File: config.mk
export PLATFORM = sky130hd
export DESIGN_NAME = flex_fifo
export DESIGN_NICKNAME = d
export VERILOG_FILES = /design/src/rtl/flex_fifo.sv
export SDC_FILE = /design/constraint.sdc
export NUM_CORES = 1
export LEC_CHECK = 0
export ABC_AREA = 1
export ABC_CLOCK_PERIOD_IN_PS = 2400
export CAP_MARGIN = 0
export CORE_MARGIN = 2
export CORE_UTILIZATION = 58
export CTS_BUF_LIST = sky130_fd_sc_hd__clkbuf_4 sky130_fd_sc_hd__clkbuf_8
export DETAILED_ROUTE_END_ITERATION = 7
export PLACE_DENSITY = 0.79
export SETUP_SLACK_MARGIN = 0.3
export SKIP_CTS_REPAIR_TIMING = 1
export SYNTH_ARGS = -nofsm -noshare
export SYNTH_HDL_FRONTEND = slang
export SYNTH_SLANG_ARGS = --single-unit
File: constraint.sdc
create_clock -name clk -period 2.4 [get_ports clk]
set_input_delay 0.24 -clock clk [delete_from_list [all_inputs] [get_ports clk]]
set_output_delay 0.24 -clock clk [all_outputs]
set_load 0.03 [all_outputs]
File: src/rtl/flex_fifo.sv
// Parameterised synchronous FIFO with level-derived status flags, sticky error flags
// and a selectable registered-read or first-word-fall-through output stage.
module flex_fifo #(
    parameter int DATA_WIDTH             = 8,
    parameter int INDEX_WIDTH            = 5,
    parameter int ALMOST_FULL_THRESHOLD  = 28,
    parameter int ALMOST_EMPTY_THRESHOLD = 4,
    parameter int FWFT                   = 0
) (
    input  logic                  clk,
    input  logic                  rst_n,
    input  logic                  wr_en,
    input  logic [DATA_WIDTH-1:0] wr_data,
    input  logic                  rd_en,
    input  logic                  clr_err,
    output logic [DATA_WIDTH-1:0] rd_data,
    output logic                  rd_valid,
    output logic                  full,
    output logic                  empty,
    output logic                  almost_full,
    output logic                  almost_empty,
    output logic [INDEX_WIDTH:0]  level,
    output logic                  overflow,
    output logic                  underflow
);

    localparam int DEPTH = 2 ** INDEX_WIDTH;
    localparam logic [INDEX_WIDTH:0]   DEPTH_LVL = (INDEX_WIDTH + 1)'(DEPTH);
    localparam logic [INDEX_WIDTH:0]   AF_LVL    = (INDEX_WIDTH + 1)'(ALMOST_FULL_THRESHOLD);
    localparam logic [INDEX_WIDTH:0]   AE_LVL    = (INDEX_WIDTH + 1)'(ALMOST_EMPTY_THRESHOLD);
    localparam logic [INDEX_WIDTH:0]   LVL_ONE   = 1;
    localparam logic [INDEX_WIDTH-1:0] PTR_ONE   = 1;

    logic [DATA_WIDTH-1:0]  mem [DEPTH];
    logic [INDEX_WIDTH-1:0] wr_ptr;
    logic [INDEX_WIDTH-1:0] rd_ptr;
    logic                   wr_acc;
    logic                   rd_acc;

    // Acceptance looks only at the registered flags, so a pop never frees room
    // for a same-cycle push and a push never feeds a same-cycle pop.
    assign wr_acc = wr_en && !full;
    assign rd_acc = rd_en && !empty;

    assign full         = (level == DEPTH_LVL);
    assign empty        = (level == '0);
    assign almost_full  = (level >= AF_LVL);
    assign almost_empty = (level <= AE_LVL);

    always_ff @(posedge clk or negedge rst_n) begin
        if (!rst_n) begin
            wr_ptr    <= '0;
            rd_ptr    <= '0;
            level     <= '0;
            overflow  <= 1'b0;
            underflow <= 1'b0;
        end else begin
            if (wr_acc) wr_ptr <= wr_ptr + PTR_ONE;
            if (rd_acc) rd_ptr <= rd_ptr + PTR_ONE;
            case ({wr_acc, rd_acc})
                2'b10:   level <= level + LVL_ONE;
                2'b01:   level <= level - LVL_ONE;
                default: level <= level;
            endcase
            // A new error in the clearing cycle keeps the flag set.
            overflow  <= (wr_en && full)  || (overflow  && !clr_err);
            underflow <= (rd_en && empty) || (underflow && !clr_err);
        end
    end

    always_ff @(posedge clk) begin
        if (wr_acc) mem[wr_ptr] <= wr_data;
    end

    generate
        if (FWFT != 0) begin : g_fwft
            // Head word is shown combinationally; zero while empty so reset reads 0.
            assign rd_data  = empty ? '0 : mem[rd_ptr];
            assign rd_valid = !empty;
        end else begin : g_registered
            always_ff @(posedge clk or negedge rst_n) begin
                if (!rst_n) begin
                    rd_data  <= '0;
                    rd_valid <= 1'b0;
                end else begin
                    rd_valid <= rd_acc;
                    if (rd_acc) rd_data <= mem[rd_ptr];
                end
            end
        end
    endgenerate

endmodule

Word level (Yosys, flattened, before mapping)
Memories as Yosys holds them, arrays and structs flattened. A register that Yosys moved wholly into a read port is not among the register bits.
Index checks and enable logic that the tools add are counted.
W data, S select, Z words.
{ "totals": {"reg_bits": 19, "ram_bits": 256, "in_bits": 13, "out_inout_bits": 21, "wordCells": 33, "memories": 1} }
{ "op_classes": {"addsub": 4, "order_cmp": 2, "eq_ne": 3, "mux": 3, "reduce_logical": 14} }
{ "memory_table": {"columns": ["name", "depth", "width", "rd", "rd_clocked_by_memory_dff", "wr", "line", "rtl"], "rows": [
  ["mem", 32, 8, 1, 1, 1, "34", "logic [DATA_WIDTH-1:0] mem [DEPTH];"]
]} }
{ "op_table": {"columns": ["cell", "n"], "rows": [
  ["$pmux W6 S2", 1],
  ["$add A5 B1 Y5 const B", 2],
  ["$add A6 B1 Y6 const B", 1],
  ["$eq A6 B6 Y1 const B", 1],
  ["$ge A6 B5 Y1 const B", 1],
  ["$le A6 B3 Y1 const B", 1],
  ["$logic_and A1 B1 Y1", 6],
  ["$logic_not A6 Y1", 1],
  ["$sub A6 B1 Y6 const B", 1],
  ["$logic_not A1 Y1", 4],
  ["$eq A2 B1 Y1 const B", 1],
  ["$eq A2 B2 Y1 const B", 1],
  ["$logic_or A1 B1 Y1", 2],
  ["$mux W1", 2],
  ["$reduce_bool A2 Y1", 1]
]} }

Depth between registers and ports, before layout
Gate-level depths: netlist of the first run.
{ "depth": {"word_depth": 5, "depth_mapped": 19, "depth_no_buf": 17} }

Worst setup path before layout of the first run
OpenSTA, ideal clock, no wires.
{ "synth_path": {"kind": "reg-to-reg", "startpoint": "register level[1]", "endpoint": "register level[4]", "setup_ns": 0.127, "arrival_ns": 2.450, "required_time_ns": 2.273, "path_slack_ns": -0.177, "path_stages_with_launch": 17, "path_buffers": 1, "synth_period_minus_slack_ns": 2.577, "path_cell_list": "dfrtp_1 -> nor2_2 -> nand3_2 -> nor3_4 -> inv_2 -> nand2_1 -> ha_1 -> buf_2 -> nand2_1 -> inv_1 -> nor2_1 -> ha_1 -> o21bai_1 -> nand3_1 -> nand3_1 -> nand3_1 -> o21ai_0"} }
{ "synth_between": {"elab_chain_cells": 5, "word_cells_on_any_way": 12, "classes_between": "2 x add/sub; 3 x eq/ne; 1 x mux; 6 x reduce/logical"} }
{ "synth_lines": {"columns": ["element", "line", "rtl"], "rows": [
  ["from (decl)", "22", "output logic [INDEX_WIDTH:0] level,"],
  ["from (signal assigned)", "61", "2'b10: level <= level + LVL_ONE;"],
  ["from (signal assigned)", "62", "2'b01: level <= level - LVL_ONE;"],
  ["from (signal assigned)", "63", "default: level <= level;"],
  ["$eq A6 B6 Y1 (*)", "45", "assign full = (level == DEPTH_LVL);"],
  ["net full", "18", "output logic full,"],
  ["$logic_not A1 Y1 (*)", "42", "assign wr_acc = wr_en && !full;"],
  ["$logic_and A1 B1 Y1 (*)", "42", null],
  ["$eq A2 B1 Y1 or $eq A2 B2 Y1 (tied branches)", "60", "case ({wr_acc, rd_acc})"],
  ["$pmux W6 S2 or $reduce_bool A2 Y1 (tied branches)", null, null]
]} }
The timed path passes the listed nets; every way through them passes the cells marked *.
A chain may end at the register's enable or synchronous reset.

Worst setup path after layout of the first run
{ "layout_path": {"startpoint": "register level[0]", "endpoint": "register level[4]"} }
{ "layout_between": {"elab_chain_cells": 5, "word_cells_on_any_way": 12, "classes_between": "2 x add/sub; 3 x eq/ne; 1 x mux; 6 x reduce/logical"} }
{ "layout_lines": {"columns": ["element"], "rows": [
  ["parallel branches: the longest is 5 deep, another holds $sub A6 B1 Y6"]
]} }
Several ways; the timed one is not identified.

==> impl_metrics.yaml, run 1 <==
run_status:
  status: "complete, no violations"
clock_tree:
  cts_root_buf: "clkbuf_8"
  htree_levels: 2
  clock-sinks: 283
  clk_latency_ns: 0.56
  cts_tree: "built"
  path_clk_slew_ns: 0.07
  cts_max_path_buffers: 3
  numCtsBuffers: 44
placed_design:
  dp_hpwl_mm: 16.7
  gp_congestion: 0.914
  dpl.cell_count: 1493
  io_buffers: 33
timing:
  final_max_slew_viol_count: 0
  fmax_mhz: 453
  worst_pin_slew_ns: 0.593
  setup_viol: 0
  fin_crit_ns: 2.21
  hold-worst-slack_ns: 0.0871
  relSlewSlack: 0.602
  post-route-period-util: 0.919
  finClkSkew_ns: 0.0218
  finalHoldViolCount: 0
  fin_setup_tns_ns: 0
  rsz0062_at_grt: "true"
critical_path:
  rr_startpoint: "level[0]$_DFFE_PN0P_"
  start_kind: "flop"
  critPathMaxFanout: 7
  endpoint_kind: "flop"
  crit_type: "flop to flop"
  critPathArrivalTime_ns: 2.62
  required_ns: 2.82
  cp-startpoint: "level[0]$_DFFE_PN0P_"
synth:
  yosysTopAreaCell: "edfxtp_1"
  yosys.area_share.xor_xnor: 0.00642
  synthAdderAreaFrac: 0.00816
  synth_seq_area_share: 0.681
  synth_top_family_by_area: "simple AND/OR/NAND/NOR gates"
  synth_top_area_frac: 0.626
  synth.area.mux_share: 0
  syn_nets: 1204
  synth.avg_cell_area_um2: 10.4
  ys_types: 31
  synth_cells: 1183
  yosysWarningCount: 0
  synth_area_leaders: "edfxtp_1, nand2_1, nand3_1"
  synth_area_um2: 12300
  synth-seq-cells: 283
  synth-simple-area-share: 0.220
  synth-compound-area-share: 0.0189
pwr:
  vdd_drop_max_mv: 0.859
  leakage_nw: 5.95
  cellPowerDensity_nw_per_um2: 1130
  power.total_mw: 16.1
route:
  via_count: 8673
  ant_nets: 0
  viasPerCell: 5.49
  routed_wl_mm: 28.7
  wl_per_cell_um: 18.2
  firstDrtPassIters: 7
  drc: 0
  drtIter0Drc: 996
die:
  start_util: 0.587
  fp.dieArea_um2: 22300
  die_x_um: 149
  die_h_um: 149
  io_pins: 34
  coreArea_um2: 20900
  fp-row-count: 53
finish:
  diodes: 0
  area_delta_synth_final_pct: 15.7
  drive_gt1_frac: 0.136
  final_cells: 1581
  fin_util: 0.679
  final_nets: 1291
worst_hold_path:
  hold_path_class: "primary input to async pin"
run:
  max_cap_violations: 0
global_routing:
  overflow: 0
  grt_usage: 0.262
  grt_pass1_vias: 8220
  grt_pass1_wl_mm: 44.0
  grt_max_degree: 67
  antenna_found_initial: 0
## state kept, by name, indices dropped and copies added, names as in the netlist
name and count:
overflow 1, level 6, rd_ptr 5, underflow 1, mem 256, wr_ptr 5, rd_valid 1, rd_data 8
## layer usage
layer | global-route usage | vias to the layer above | share of wire
met5 | 0 | - | 0
met3 | 0.0430 | 81 | 0.084
met1 | 0.370 | 4121 | 0.41
met4 | 0.102 | 0 | 0.030
met2 | 0.413 | 413 | 0.48
li1 | - | 4058 | -
## critical path: stages (launching register included)
cell	delay, ns
dfrtp_2	0.43
nor2_4	0.13
nand3_2	0.10
nor3_4	0.20
inv_2	0.07
nand2_4	0.09
ha_4	0.20
nor2_1	0.08
nor2_2	0.13
ha_2	0.18
o21bai_4	0.13
nand3_2	0.09
nand2_1	0.07
nand2_1	0.05
nand3_1	0.05
o21ai_1	0.07
## metrics by stage
stage / worst slack, ns / area [um2]
after floorplan: -0.0650 / 12300
after global placement: 0.206 / 13200
after detailed placement: 0.122 / 13200
after CTS: -0.115 / 14100
after global routing: 0.0400 / 14200
final: 0.195 / 14200
## synthesized netlist by cell type
cell / instances
inv_2: 3
nand3_1: 168
nand2_4: 1
nor2_2: 2
xnor2_1: 2
clkbuf_1: 8
nand3_2: 1
o21a_1: 1
buf_2: 33
inv_1: 131
o31ai_1: 2
o22ai_1: 1
buf_4: 11
buf_1: 1
o21bai_1: 1
nor3_1: 1
clkinv_1: 3
edfxtp_1: 256
xor2_1: 7
nor2_1: 88
a21oi_1: 17
nand4_1: 1
dfrtp_1: 27
ha_1: 8
o211a_1: 1
nand2_1: 382
nor2_4: 1
or2_1: 1
nand2_2: 3
nor3_4: 1
o21ai_0: 20
## path summary, 6_finish.rpt
check | endpoint | slack (ns) | cells after the start
max | level[4]$_DFFE_PN0P_ | 0.19 | 15
max in group asynchronous | rd_ptr[0]$_DFFE_PN0P_ | 1.98 | 2
min in group clk | overflow$_DFF_PN0_ | 0.30 | 2
min reg2reg | rd_data[3]$_DFFE_PN0P_ | 0.48 | 2
min | level[2]$_DFFE_PN0P_ | 0.09 | 2
max reg2reg | level[4]$_DFFE_PN0P_ | 0.19 | 15
## cell usage in the layout (no fill, tap or decap), types with 3 or more instances in the layout
cell type        netlist  final
nand2_4                1      3
clkbuf_8               0     50
dfrtp_2                0      5
clkdlybuf4s50_1        0     29
o21ai_1                0      4
buf_12                 0      5
xor2_1                 7      7
nand2_2                3      6
o21ai_0               20     16
clkinv_2               0      4
dfrtp_1               27     21
edfxtp_1             256    256
inv_1                131    126
dlymetal6s2s_1         0      4
nand2_1              382    377
clkbuf_4               0     26
a21oi_1               17     16
nor2_1                88     87
clkinv_1               3      4
nand3_1              168    166
nand3_2                1      3
inv_2                  3      7
buf_4                 11     55
ha_1                   8      5
## power by group
| group | switching (mW) | leakage, nW | internal [mW] |
|---|---|---|---|
| Sequential | 0.394 | 2.63 | 5.86 |
| Combinational | 3.90 | 2.83 | 1.84 |
| Clock | 1.80 | 0.493 | 2.31 |
| Total | 6.09 | 5.95 | 10.0 |
## kinds of logic (layout without fill, tap and decap cells)
logic type      after synthesis  after routing
compound gates               43             43
buf+inv                     190            313
simple gates                650            650
xor+xnor                      9              9
flops                       283            283
fa+ha+maj                     8              8
## cell type report
type | instances | area [um2]
sequential | 283 | 8370
fill | 1489 | 6700
multi-input combinational | 710 | 3190
clock buffer | 76 | 883
timing repair buffer | 94 | 858
inverter | 137 | 515
tap | 275 | 344
clock inverter | 6 | 33.8
No activity file was read; power rests on OpenSTA's default activity.
==> inputs of run 2 (changes only) <==
--- a/config.mk
+++ b/config.mk
@@ -7,12 +7,13 @@
 export LEC_CHECK = 0
 export ABC_AREA = 1
 export ABC_CLOCK_PERIOD_IN_PS = 2400
-export CAP_MARGIN = 0
+export CELL_PAD_IN_SITES_DETAIL_PLACEMENT = 1
+export CELL_PAD_IN_SITES_GLOBAL_PLACEMENT = 1
 export CORE_MARGIN = 2
-export CORE_UTILIZATION = 58
+export CORE_UTILIZATION = 46
 export CTS_BUF_LIST = sky130_fd_sc_hd__clkbuf_4 sky130_fd_sc_hd__clkbuf_8
 export DETAILED_ROUTE_END_ITERATION = 7
-export PLACE_DENSITY = 0.79
+export PLACE_DENSITY_LB_ADDON = 0.1
 export SETUP_SLACK_MARGIN = 0.3
 export SKIP_CTS_REPAIR_TIMING = 1
 export SYNTH_ARGS = -nofsm -noshare
==> run 2 against run 1 <==
  * The flow now finishes with violations (DRC)
  * Sequential power hardly changed
  * Flip-flop and latch count unchanged
  * Die area increased by 25%
  * Routed wire length up 16%
  * Maximum frequency increased by 1.6%
  * Core utilization shrank 13 points
  * Critical path depth is the same
  * Register-to-register slack better by 0.03 ns
  * Clock power grew 6.3%
  * Clock skew rose by 0.0030 ns
  * Sequential share of layout area down 0.88 points
  * Worst setup slack better by 0.035 ns
==> impl_metrics.yaml, run 2 (same netlist as run 1, synthesis figures left out) <==
route:
  routed_wl_mm: 33.2
  drc: 1
  via_count: 8534
  ant_nets: 0
  viasPerCell: 5.17
  wl_per_cell_um: 20.1
  firstDrtPassIters: 7
  drtIter0Drc: 527
global_routing:
  overflow: 0
  grt_usage: 0.238
  grt.met2_usage: 0.405
  use_met3: 0.0388
  grt_pass1_vias: 9144
  antenna_found_initial: 0
  gr-usage-met1: 0.315
  grt_busiest_layer: "met2"
  grt_max_degree: 139
  grt_pass1_wl_mm: 50.9
finish:
  regMostFlops: "mem"
  finish.instance_area_um2: 14400
  final_common_cell: "nand2_1"
  reg_top3: "mem x256, rd_data x8, level x6"
  largest_register_ffs: 256
  mostFrequentLayoutCells: "nand2_1, edfxtp_1, nand3_1"
  area_delta_synth_final_pct: 17.4
  final_nets: 1301
  drive_gt1_frac: 0.140
  diodes: 0
clock_tree:
  numCtsBuffers: 47
  cts_root_buf: "clkbuf_8"
  clock-sinks: 283
  clk_latency_ns: 0.57
  htree_levels: 2
  cts_tree: "built"
  path_clk_slew_ns: 0.06
  cts_max_path_buffers: 3
placed_design:
  dpl-instance-area_um2: 13300
  gp_congestion: 0.847
  dp_hpwl_mm: 19.8
  io_buffers: 33
die:
  start_util: 0.470
  fp-row-count: 59
  io_pins: 34
  fp.dieArea_um2: 28000
  die_h_um: 167
  die_x_um: 167
  coreArea_um2: 26100
timing:
  setup_viol: 0
  worst_pin_slew_ns: 0.776
  finalHoldViolCount: 0
  fmax_mhz: 461
  rsz0062_at_grt: "true"
  finClkSkew_ns: 0.0249
  fin_crit_ns: 2.17
  fin_setup_tns_ns: 0
  final_max_slew_viol_count: 0
  post-route-period-util: 0.904
  relSlewSlack: 0.483
worst_hold_path:
  hold_path_class: "primary input to async pin"
run_status:
  violations: "DRC"
  status: "finished, violations left"
critical_path:
  rr_worst_depth: 15
  critPathArrivalTime_ns: 2.60
  critPathMaxFanout: 7
  start_kind: "flop"
  endpoint_kind: "flop"
  crit_type: "flop to flop"
  required_ns: 2.83
pwr:
  cellPowerDensity_nw_per_um2: 1160
  vdd_drop_max_mv: 0.721
  leakage_nw: 6.01
run:
  max_cap_violations: 0
==> run 2: final timing paths <==
path | slack (ns) | start | end
min | 0.31 | rst_n | rd_ptr[0]$_DFFE_PN0P_
max reg2reg | 0.23 | level[2]$_DFFE_PN0P_ | level[4]$_DFFE_PN0P_
max | 0.23 | level[2]$_DFFE_PN0P_ | level[4]$_DFFE_PN0P_
max in group asynchronous | 1.55 | rst_n | rd_ptr[0]$_DFFE_PN0P_
min in group clk | 0.31 | rd_en | underflow$_DFF_PN0_
min reg2reg | 0.52 | rd_data[6]$_DFFE_PN0P_ | rd_data[6]$_DFFE_PN0P_
==> run 2: cell type report <==
type                    count  area [um2]
multi-input cells         710        3220
flip-flops and latches    283        8370
inverters                 137         517
clock buffers              74         893
repair buffers            101         916
fillers                  2864       11700
well taps                 335         419
clock inverters            11        73.8
==> run 2: per-stage QoR <==
step | hold slack, ns | setup slack [ns] | cells | utilization | power [mW]
finish | 0.312 | 0.229 | 1651 | 0.551 | 16.7
floorplan | -0.0556 | -0.0650 | 1183 | - | 10.1
detailed placement | 0.345 | 0.0807 | 1556 | 0.508 | 12.3
global route | 0.330 | 0.0970 | 1651 | 0.551 | 17.7
CTS | -0.263 | -0.132 | 1641 | 0.545 | 16.7
global placement | 0.343 | 0.199 | 1556 | 0.508 | 12.1
==> run 2: power breakdown <==
| group | leakage [nW] | switching, mW | internal (mW) |
|---|---|---|---|
| sequential | 2.63 | 0.372 | 5.87 |
| clock | 0.513 | 1.91 | 2.46 |
| combinational | 2.87 | 4.16 | 1.94 |
==> run 2: worst max-delay path: stages, from the launching register on <==
cell,delay (ns)
dfrtp_2,0.43
inv_1,0.13
nand3_4,0.10
nor3_4,0.15
inv_2,0.08
nand2_4,0.09
ha_4,0.19
nand2_2,0.08
inv_2,0.07
nor2_4,0.04
ha_2,0.19
o21bai_4,0.19
nand3_2,0.07
nand3_1,0.07
nand3_1,0.09
o21ai_1,0.07
==> run 2: per-layer routing <==
| layer | wire, um | vias up |
|---|---|---|
| li1 | - | 4085 |
| met1 | 14700 | 4191 |
| met2 | 16100 | 194 |
| met3 | 1600 | 64 |
| met4 | 859 | 0 |
| met5 | 0 | - |
